**config.mk**
```make
export PLATFORM = sky130hd
export DESIGN_NAME = rr_port_arbiter_flat
export DESIGN_NICKNAME = d
export VERILOG_FILES = /design/src/rtl/rr_port_arbiter_pkg.sv /design/src/rtl/rr_port_arbiter_if.sv /design/src/rtl/rr_port_arbiter_pick4.sv /design/src/rtl/rr_port_arbiter.sv /design/src/flat_wrapper.sv
export SDC_FILE = /design/constraint.sdc
export NUM_CORES = 1
export LEC_CHECK = 0
export CAP_MARGIN = 5
export CORE_UTILIZATION = 55
export CTS_CLUSTER_DIAMETER = 150
export CTS_CLUSTER_SIZE = 40
export DETAILED_ROUTE_END_ITERATION = 16
export GPL_ROUTABILITY_DRIVEN = 0
export PLACE_DENSITY = 0.91
export SYNTH_ARGS = -nofsm -noshare
export SYNTH_HDL_FRONTEND = slang
export SYNTH_SLANG_ARGS = --single-unit
```
**constraint.sdc**
```tcl
create_clock -name clk_i -period 5.09 [get_ports clk_i]
set_input_delay 1.018 -clock clk_i [delete_from_list [all_inputs] [get_ports clk_i]]
set_output_delay 1.018 -clock clk_i [all_outputs]
set_load 0.02 [all_outputs]
```
**src/rtl/rr_port_arbiter_pkg.sv**
```systemverilog
// rr_port_arbiter_pkg: shared sizes, FSM state type and one-hot decode for the port arbiter.
// Contents:
//   NREQ      number of requesters
//   SEL_W     width of a requester index / mux select
//   state_e   arbiter FSM states
//   onehot4   index -> one-hot grant/ack vector
package rr_port_arbiter_pkg;

    localparam int NREQ  = 4;
    localparam int SEL_W = 2;

    typedef enum logic [1:0] {
        IDLE = 2'd0,
        BUSY = 2'd1,
        ACK  = 2'd2
    } state_e;

    function automatic logic [NREQ-1:0] onehot4(input logic [SEL_W-1:0] idx);
        return NREQ'(1) << idx;
    endfunction

endpackage

```
**src/rtl/rr_port_arbiter_if.sv**
```systemverilog
// rr_port_arbiter_if: requester/slave-facing signal bundle of the port arbiter.
// Signals:
//   req         in   per-requester request level, held until ack
//   mem_done    in   slave completion strobe
//   sel         out  mux select, index of current/last grantee
//   gnt         out  one-hot grant, zero outside BUSY
//   mem_valid   out  port command valid during BUSY
//   ack         out  one-cycle one-hot completion pulse
//   busy        out  high in BUSY or ACK
//   timeout_err out  sticky watchdog abort flag
//   err_id      out  requester index of the latest timeout
// Modports: master = arbiter side, slave = requesters/slave side.
interface rr_port_arbiter_if;
    import rr_port_arbiter_pkg::*;

    logic [NREQ-1:0]  req;
    logic             mem_done;
    logic [SEL_W-1:0] sel;
    logic [NREQ-1:0]  gnt;
    logic             mem_valid;
    logic [NREQ-1:0]  ack;
    logic             busy;
    logic             timeout_err;
    logic [SEL_W-1:0] err_id;

    modport master (
        input  req, mem_done,
        output sel, gnt, mem_valid, ack, busy, timeout_err, err_id
    );

    modport slave (
        output req, mem_done,
        input  sel, gnt, mem_valid, ack, busy, timeout_err, err_id
    );

endinterface

```
**src/rtl/rr_port_arbiter_pick4.sv**
```systemverilog
// rr_pick4: combinational rotating-priority search over four requests.
// Ports:
//   req_i   request vector
//   last_i  index granted last; the search starts one above it and wraps
//   any_o   at least one request present
//   idx_o   winning index (0 when any_o is low)
module rr_pick4
    import rr_port_arbiter_pkg::*;
(
    input  logic [NREQ-1:0]  req_i,
    input  logic [SEL_W-1:0] last_i,
    output logic             any_o,
    output logic [SEL_W-1:0] idx_o
);

    logic [SEL_W-1:0] cand;

    // Walk from farthest to nearest so the nearest set bit after last_i
    // is the final assignment and therefore wins.
    always_comb begin
        any_o = |req_i;
        idx_o = '0;
        cand  = '0;
        for (int i = NREQ; i >= 1; i--) begin
            cand = last_i + SEL_W'(i);
            if (req_i[cand]) idx_o = cand;
        end
    end

endmodule

```
**src/rtl/rr_port_arbiter.sv**
```systemverilog
// rr_port_arbiter: four-requester round-robin arbiter for one shared port with timeout watchdog.
// Ports:
//   clk_i   system clock, rising edge
//   rstn_i  asynchronous active-low reset
//   bus     rr_port_arbiter_if.master (req/mem_done in; sel/gnt/mem_valid/ack/busy/
//           timeout_err/err_id out, all registered)
// Parameters:
//   TIMEOUT_CYC  BUSY cycles before a forced abort; 0 disables the watchdog
//   CNT_W        watchdog counter width, must satisfy TIMEOUT_CYC < 2**CNT_W
module rr_port_arbiter
    import rr_port_arbiter_pkg::*;
#(
    parameter int TIMEOUT_CYC = 16,
    parameter int CNT_W       = 8
) (
    input  logic              clk_i,
    input  logic              rstn_i,
    rr_port_arbiter_if.master bus
);

    localparam bit               TO_EN   = TIMEOUT_CYC != 0;
    localparam logic [CNT_W-1:0] TO_LAST = CNT_W'(TO_EN ? TIMEOUT_CYC - 1 : 0);

    state_e           state_q, state_d;
    logic [SEL_W-1:0] sel_q, sel_d;
    logic [NREQ-1:0]  gnt_q, gnt_d;
    logic             mem_valid_q, mem_valid_d;
    logic [NREQ-1:0]  ack_q, ack_d;
    logic             busy_q, busy_d;
    logic             terr_q, terr_d;
    logic [SEL_W-1:0] err_id_q, err_id_d;
    logic [SEL_W-1:0] last_q, last_d;
    logic [CNT_W-1:0] cnt_q, cnt_d;

    logic             pick_any;
    logic [SEL_W-1:0] pick_idx;
    logic             timeout;

    rr_pick4 u_pick (
        .req_i  (bus.req),
        .last_i (last_q),
        .any_o  (pick_any),
        .idx_o  (pick_idx)
    );

    // cnt_q counts completed BUSY cycles, so it equals TIMEOUT_CYC-1 in the
    // last permitted BUSY cycle.
    assign timeout = TO_EN && (cnt_q == TO_LAST);

    always_comb begin
        state_d     = state_q;
        sel_d       = sel_q;
        gnt_d       = gnt_q;
        mem_valid_d = mem_valid_q;
        ack_d       = '0;
        busy_d      = busy_q;
        terr_d      = terr_q;
        err_id_d    = err_id_q;
        last_d      = last_q;
        cnt_d       = cnt_q;
        case (state_q)
            IDLE: begin
                if (pick_any) begin
                    state_d     = BUSY;
                    sel_d       = pick_idx;
                    gnt_d       = onehot4(pick_idx);
                    mem_valid_d = 1'b1;
                    busy_d      = 1'b1;
                    cnt_d       = '0;
                end
            end
            BUSY: begin
                cnt_d = cnt_q + 1'b1;
                if (bus.mem_done || timeout) begin
                    state_d     = ACK;
                    last_d      = sel_q;
                    gnt_d       = '0;
                    mem_valid_d = 1'b0;
                    ack_d       = onehot4(sel_q);
                    cnt_d       = '0;
                    // A completion arriving together with the timeout is a success.
                    if (!bus.mem_done) begin
                        terr_d   = 1'b1;
                        err_id_d = sel_q;
                    end
                end
            end
            ACK: begin
                state_d = IDLE;
                busy_d  = 1'b0;
                cnt_d   = '0;
            end
            default: begin
                state_d     = IDLE;
                gnt_d       = '0;
                mem_valid_d = 1'b0;
                busy_d      = 1'b0;
                cnt_d       = '0;
            end
        endcase
    end

    always_ff @(posedge clk_i or negedge rstn_i) begin
        if (!rstn_i) begin
            state_q     <= IDLE;
            sel_q       <= '0;
            gnt_q       <= '0;
            mem_valid_q <= 1'b0;
            ack_q       <= '0;
            busy_q      <= 1'b0;
            terr_q      <= 1'b0;
            err_id_q    <= '0;
            last_q      <= SEL_W'(NREQ - 1);
            cnt_q       <= '0;
        end else begin
            state_q     <= state_d;
            sel_q       <= sel_d;
            gnt_q       <= gnt_d;
            mem_valid_q <= mem_valid_d;
            ack_q       <= ack_d;
            busy_q      <= busy_d;
            terr_q      <= terr_d;
            err_id_q    <= err_id_d;
            last_q      <= last_d;
            cnt_q       <= cnt_d;
        end
    end

    assign bus.sel         = sel_q;
    assign bus.gnt         = gnt_q;
    assign bus.mem_valid   = mem_valid_q;
    assign bus.ack         = ack_q;
    assign bus.busy        = busy_q;
    assign bus.timeout_err = terr_q;
    assign bus.err_id      = err_id_q;

endmodule

```
**src/flat_wrapper.sv**
```systemverilog
// flat-port wrapper written by rule: the top's interface ports become plain ports
module rr_port_arbiter_flat import rr_port_arbiter_pkg::*;
#(
    parameter int TIMEOUT_CYC = 16,
    parameter int CNT_W       = 8
)
  (clk_i, rstn_i, bus_req, bus_mem_done, bus_sel, bus_gnt, bus_mem_valid, bus_ack, bus_busy, bus_timeout_err, bus_err_id);
  rr_port_arbiter_if bus_i ();
  input  logic clk_i;
  input  logic rstn_i;
  input wire logic [$bits(bus_i.req)-1:0] bus_req;
  input wire logic [$bits(bus_i.mem_done)-1:0] bus_mem_done;
  output wire logic [$bits(bus_i.sel)-1:0] bus_sel;
  output wire logic [$bits(bus_i.gnt)-1:0] bus_gnt;
  output wire logic [$bits(bus_i.mem_valid)-1:0] bus_mem_valid;
  output wire logic [$bits(bus_i.ack)-1:0] bus_ack;
  output wire logic [$bits(bus_i.busy)-1:0] bus_busy;
  output wire logic [$bits(bus_i.timeout_err)-1:0] bus_timeout_err;
  output wire logic [$bits(bus_i.err_id)-1:0] bus_err_id;
  assign bus_i.req = bus_req;
  assign bus_i.mem_done = bus_mem_done;
  assign bus_sel = bus_i.sel;
  assign bus_gnt = bus_i.gnt;
  assign bus_mem_valid = bus_i.mem_valid;
  assign bus_ack = bus_i.ack;
  assign bus_busy = bus_i.busy;
  assign bus_timeout_err = bus_i.timeout_err;
  assign bus_err_id = bus_i.err_id;
  rr_port_arbiter #(.TIMEOUT_CYC(TIMEOUT_CYC), .CNT_W(CNT_W)) u_core (.clk_i(clk_i), .rstn_i(rstn_i), .bus(bus_i));
endmodule
```
==> flow_summary.json, run 1 <==
{
  "status": "finished, final reports clean",
  "core-area_mm2": 0.002042,
  "initial_core_util_pct": 61.27,
  "remaining_drc_errors": 0,
  "ys_seq_elements": 27,
  "end_kind": "output pin",
  "drt-total-wl_um": 2434,
  "cts_setup_buffers": 0,
  "dp.cells": 157,
  "required_ns": 4.07,
  "crit_arrival_ns": 1.49,
  "clockBufferDepth": 2,
  "cts_buffers": 3,
  "avgSynthCellArea_um2": 11.48,
  "postCtsHoldBufs": 0,
  "cts.sinks": 27,
  "startpoint_type": "flop",
  "path_clk_slew_ns": 0.15,
  "grt_antenna_before_repair": 0,
  "htreeDepth": 1,
  "cpLargestDelayFamily": "buffers and inverters",
  "min_path_type": "flop to flop",
  "n_fill_cell": 148,
  "pin_count": 22,
  "ir_drop_uv": 386.0,
  "tritoncts": "done",
  "place_area_mm2": 0.001491,
  "p_leak_nw": 0.6840,
  "die_h_um": 49.70,
  "grt_max_degree": 28,
  "first_global_vias": 945,
  "via_count": 948,
  "setup_tns_ns": 0,
  "drtAntennaViolNets": 0,
  "nNetsFinal": 143,
  "portBuffers": 21,
  "drive_above_1_share_pct": 14.18,
  "cpPeakStageDelay_ns": 0.66,
  "worstPathCellList": "clkdlybuf4s50_1",
  "antenna_cells": 0,
  "ys_types": 42,
  "finalClockSkew_ns": 0.01443,
  "synthCells": 109,
  "final-max-slew-violation-count": 0,
  "cts_root_buffer": "clkbuf_4",
  "rsz0062_at_grt": "false",
  "fin_crit_sh_pct": 49.27,
  "finalHoldViolCount": 0,
  "drtPass1Iterations": 4,
  "synth_area_mm2": 0.001251,
  "maxCapViolCount": 0,
  "seq_area_frac_synth_pct": 54.20,
  "setup_viol_count_final": 0,
  "fmax_ghz": 0.3988,
  "fin_crit_ns": 2.508,
  "rows": 16,
  "crit_fanout": 8,
  "hpwl_um": 1828,
  "synth_fp_nets": 117,
  "ys_warn_count": 0,
  "die_w_um": 49.70,
  "slowest_stage": "clkdlybuf4s50_1",
  "syn2layout_area_growth_pct": 21.40,
  "fin_area_mm2": 0.001519,
  "worstSetupPathType": "flop to output pin",
  "clock_latency_ns": 0.33,
  "grt_usage_pct": 22.50,
  "crit_buf_inv": 1,
  "die_area_mm2": 0.002470,
  "power_density_mw_per_mm2": 471.0,
  "avgRoutedWirePerCell_um": 15.12,
  "tightest_slew_ns": 0.6076,
  "avgViaCountPerCell": 5.888,
  "cts_resized": 0,
  "slew_headroom_pct": 59.32,
  "grt_pass1_wl_um": 4133,
  "grt-ovfl-total": 0,
  "stdcell_count": 161,
  "drtIter0Drc": 9
}
report_power, final:
| part | leakage [nW] | total [mW] | internal (mW) | switching [mW] |
|---|---|---|---|---|
| Combinational | 0.313 | 0.290 | 0.143 | 0.146 |
| Sequential | 0.353 | 0.333 | 0.277 | 0.0567 |
| Clock | 0.0177 | 0.0923 | 0.0295 | 0.0628 |
per-layer routing:
layer	wire [um]	track usage [%]
met5	0	0
met4	14	7.143
met3	116	5.247
met2	1252	39.41
met1	1049	27.10
cell usage after synthesis, drive strengths merged:
master / number / area, um2
a21o: 2 / 15.01
a21oi: 5 / 25.02
a22o: 2 / 17.52
a31o: 1 / 8.760
a31oi: 5 / 31.28
a32o: 1 / 10.01
a41oi: 2 / 17.52
and2: 1 / 6.260
and3: 3 / 18.77
and3b: 1 / 8.760
buf: 1 / 11.26
dfrtp: 25 / 625.6
dfstp: 2 / 52.55
ha: 1 / 12.51
inv: 3 / 11.26
mux2: 5 / 63.81
mux2i: 1 / 10.01
nand2: 10 / 40.04
nand2b: 6 / 37.54
nand3: 5 / 30.03
nand4: 1 / 6.260
nor2: 4 / 22.52
nor2b: 3 / 18.77
nor3: 2 / 10.01
nor3b: 3 / 27.52
nor4: 1 / 6.260
o21a: 1 / 7.510
o21ai: 5 / 40.04
o221ai: 1 / 8.760
o2bb2ai: 1 / 8.760
o31ai: 2 / 15.01
or2: 1 / 6.260
or4: 1 / 11.26
xnor2: 1 / 8.760
stage by stage:
step           hold WS, ns  setup slack (ns)  util [%]  power, mW
4_1_cts             0.5024             2.580     74.39     0.7208
2_1_floorplan       0.4747             3.033         -     0.5067
3_3_place_gp        0.4493             2.410     73.04     0.6152
6_report            0.4984             2.582     74.39     0.7154
3_5_place_dp        0.4662             2.285     73.04     0.6281
5_1_grt             0.5281             2.501     74.39     0.7582
path summary, 6_finish.rpt:
kind,from,endpoint,slack [ns],cells past startpoint
setup / recovery,u_core.bus.sel[1],bus_sel[1],2.58,1
min in group asynchronous,rstn_i,u_core.cnt_q[7],1.03,2
hold reg to reg,u_core.bus.mem_valid,u_core.bus.mem_valid,0.50,1
setup reg to reg,u_core.cnt_q[4],u_core.bus.gnt[3],3.33,4
max in group asynchronous,rstn_i,u_core.last_q[1],3.74,2
hold / removal,u_core.bus.mem_valid,u_core.bus.mem_valid,0.50,1
cells in the final DEF (no fill, tap or decap), types with 2 or more instances in the layout:
cell / synthesis / layout
a21o_1: 2 / 2
a21oi_1: 5 / 5
a22o_1: 2 / 2
a31oi_1: 5 / 5
a41oi_1: 2 / 2
and3_1: 3 / 3
clkbuf_4: 0 / 3
clkdlybuf4s50_1: 0 / 21
dfrtp_1: 25 / 25
dfstp_2: 2 / 2
inv_1: 3 / 3
mux2_1: 2 / 2
mux2_4: 2 / 2
nand2_1: 9 / 9
nand2b_1: 6 / 6
nand3_1: 4 / 4
nor2_1: 3 / 3
nor2b_1: 3 / 3
nor3_1: 2 / 2
nor3b_1: 2 / 2
o21ai_0: 3 / 3
o31ai_1: 2 / 2
kinds of logic (layout without fill, tap and decap cells):
| family | count (synthesis) | count (layout) | synth area share, % |
|---|---|---|---|
| compound gates | 28 | 28 | 16.40 |
| xor+xnor | 1 | 1 | 0.7001 |
| fa+ha+maj | 1 | 1 | 0.9998 |
| buf+inv | 4 | 29 | 1.800 |
| flops | 27 | 27 | 54.20 |
| mux | 6 | 6 | 5.900 |
| simple gates | 42 | 42 | 20.00 |
area by class of cell:
| type | count | area [um2] | share of cell area [%] |
|---|---|---|---|
| Sequential cell | 27 | 678.2 | 44.65 |
| Multi-Input combinational cell | 78 | 550.5 | 36.24 |
| Timing Repair Buffer | 22 | 217.7 | 14.33 |
| Tap cell | 27 | 33.78 | 2.224 |
| Clock buffer | 3 | 22.52 | 1.483 |
| Inverter | 3 | 11.26 | 0.7413 |
| Clock inverter | 1 | 5.005 | 0.3295 |
state kept, by name, summed over array words and instances (netlist names):
name and cells:
u_core.bus.busy 1, u_core.bus.timeout_err 1, u_core.last_q 2, u_core.bus.err_id 2, u_core.bus.mem_valid 1, u_core.bus.sel 2, u_core.state_q 2, u_core.cnt_q 8
u_core.bus.ack 4, u_core.bus.gnt 4
(Power assumes the default switching activity.)
==> inputs of run 2 (changes only) <==
Settings changed: CORE_UTILIZATION 55 to 46, PLACE_DENSITY 0.91 to 0.82.
Clock period 5.09 ns to 2.25 ns, I/O delays scaled along.
==> run 2 against run 1 <==
Compared with the run above:
- sequential share of layout area shrank 0.72 points
- clock power is 120% higher
- largest cell class unchanged
- via count is 1.4% higher
- global-route usage down 3.0 points
- utilization decreased by 13 points
- final cell count grew 3.7%
- worst hold slack lost 0.013 ns
- worst setup slack worse by 2.3 ns
- clock skew down 0.0071 ns
==> flow_summary.json, run 2 (same netlist as run 1, synthesis figures left out) <==
{
  "status": "finished, final reports clean",
  "die_w_um": 54.16,
  "syn2layout_area_growth_pct": 23.40,
  "core-area_mm2": 0.002522,
  "crit_fanout": 8,
  "pin_count": 22,
  "fmax_ghz": 0.5187,
  "fin_crit_sh_pct": 85.69,
  "nNetsFinal": 146,
  "final-max-slew-violation-count": 0,
  "grt_pass1_wl_um": 4091,
  "initial_core_util_pct": 49.60,
  "rr_endpoint": "u_core.bus.gnt[3]",
  "ff2ff_setup_slack_ns": 0.46,
  "antenna_cells": 0,
  "cts.sinks": 27,
  "worstSetupPathType": "flop to output pin",
  "drtAntennaViolNets": 0,
  "power_density_mw_per_mm2": 1061,
  "grt_antenna_before_repair": 0,
  "slew_headroom_pct": 62.26,
  "slowest_stage": "clkdlybuf4s50_1",
  "drtIter0Drc": 10,
  "rows": 18,
  "power.net_switching_uw": 602.9,
  "die_area_mm2": 0.002933,
  "htreeDepth": 1,
  "drtPass1Iterations": 4,
  "dp.cells": 163,
  "swShare_pct": 36.80,
  "clock_latency_ns": 0.32,
  "setup_tns_ns": 0,
  "p_int_mw": 1.035,
  "tritoncts": "done",
  "worstRegToRegCells": 4,
  "p_leak_nw": 0.6955,
  "combPwrFrac_pct": 41.0,
  "finalHoldViolCount": 0,
  "cpPeakStageDelay_ns": 0.66,
  "grt-ovfl-total": 0,
  "final_cell_mix": "dfrtp_1, clkdlybuf4s50_1, nand2_1, nand2b_1",
  "rsz0062_at_grt": "false",
  "cts_resized": 0,
  "cts_root_buffer": "clkbuf_4",
  "drive_above_1_share_pct": 15.33,
  "ir_drop_uv": 814.7,
  "clockPowerShare_pct": 12.5,
  "setup_viol_count_final": 0,
  "startpoint_type": "flop",
  "avgRoutedWirePerCell_um": 14.52,
  "grt_max_degree": 28,
  "remaining_drc_errors": 0,
  "p_total_mw": 1.638,
  "cts_buffers": 3,
  "grt_usage_pct": 19.48,
  "path_clk_slew_ns": 0.14,
  "avgViaCountPerCell": 5.754,
  "finalClockSkew_ns": 0.007345,
  "stdcell_count": 167,
  "rr_startpoint": "u_core.cnt_q[4]",
  "cts_setup_buffers": 0,
  "portBuffers": 21,
  "final_common_cell": "dfrtp_1",
  "crit_buf_inv": 1,
  "first_global_vias": 940,
  "via_count": 961,
  "worstPathCellList": "clkdlybuf4s50_1",
  "largest_reg_flops": 8,
  "cpLargestDelayFamily": "buffers and inverters",
  "crit_arrival_ns": 1.48,
  "clockBufferDepth": 2,
  "seq_power_share_pct": 46.5,
  "postCtsHoldBufs": 0,
  "die_h_um": 54.16,
  "tightest_slew_ns": 0.5618,
  "fin_crit_ns": 1.928,
  "crit_start": "u_core.bus.sel[1]",
  "top_register": "u_core.cnt_q",
  "min_path_type": "primary input to async pin",
  "maxCapViolCount": 0,
  "drt-total-wl_um": 2425,
  "required_ns": 1.80,
  "end_kind": "output pin",
  "hpwl_um": 1795
}
==> run 2: changes by cell type in the layout (fill, tap and decap cells not counted) <==
cell / before / now
clkinv_2: 1 / 0
clkbuf_1: 0 / 1
buf_4: 1 / 4
==> run 2: area by class of cell <==
type	instances	area, um2
Sequential cell	27	678.2
Inverter	3	11.26
Multi-Input combinational cell	78	550.5
Clock buffer	4	26.28
Tap cell	30	37.54
Timing Repair Buffer	25	240.2
Fill cell	217	978.4
==> run 2: power groups by stage <==
stage          clock [mW]  sequential (mW)  combinational (mW)
2_1_floorplan           0            0.834               0.313
3_3_place_gp            0            0.761               0.654
3_5_place_dp            0            0.768               0.674
4_1_cts             0.212            0.760               0.677
5_1_grt             0.231            0.782               0.728
6_report            0.205            0.761               0.672
==> run 2: how the worst max path moves through the flow <==
stage                   endpoint  slack [ns]  cells after the start
5_1_grt               bus_sel[1]        0.24                      1
6_report              bus_sel[1]        0.32                      1
3_5_place_dp   u_core.bus.gnt[2]        0.14                      5
3_3_place_gp   u_core.bus.gnt[3]        0.26                      5
2_1_floorplan  u_core.bus.gnt[3]        0.60                      5
4_1_cts               bus_sel[1]        0.31                      1
==> run 2: through the flow <==
stage	util [%]	instance area, um2	setup WS, ns	hold slack, ns
after floorplan	-	1251	0.5951	0.1544
after global placement	60.17	1518	0.2632	0.4509
after detailed placement	60.17	1518	0.1378	0.4646
after CTS	61.21	1544	0.3094	0.4872
after global routing	61.21	1544	0.2367	0.5231
final	61.21	1544	0.3220	0.4852
==> run 2: per-layer routing <==
layer  track usage [%]  routed length, um  vias to the layer above
met5                 0                  0                        -
met4             8.974                 51                        0
met3             4.237                 64                        6
met2             30.49               1168                       21
met1             25.49               1141                      479
li1                  -                  -                      455
==> inputs of run 3 (changes only) <==
Settings changed: GPL_TIMING_DRIVEN from default to 1.
==> results of run 3 <==
Final layout, timing and power as in run 2 (identical DEF).
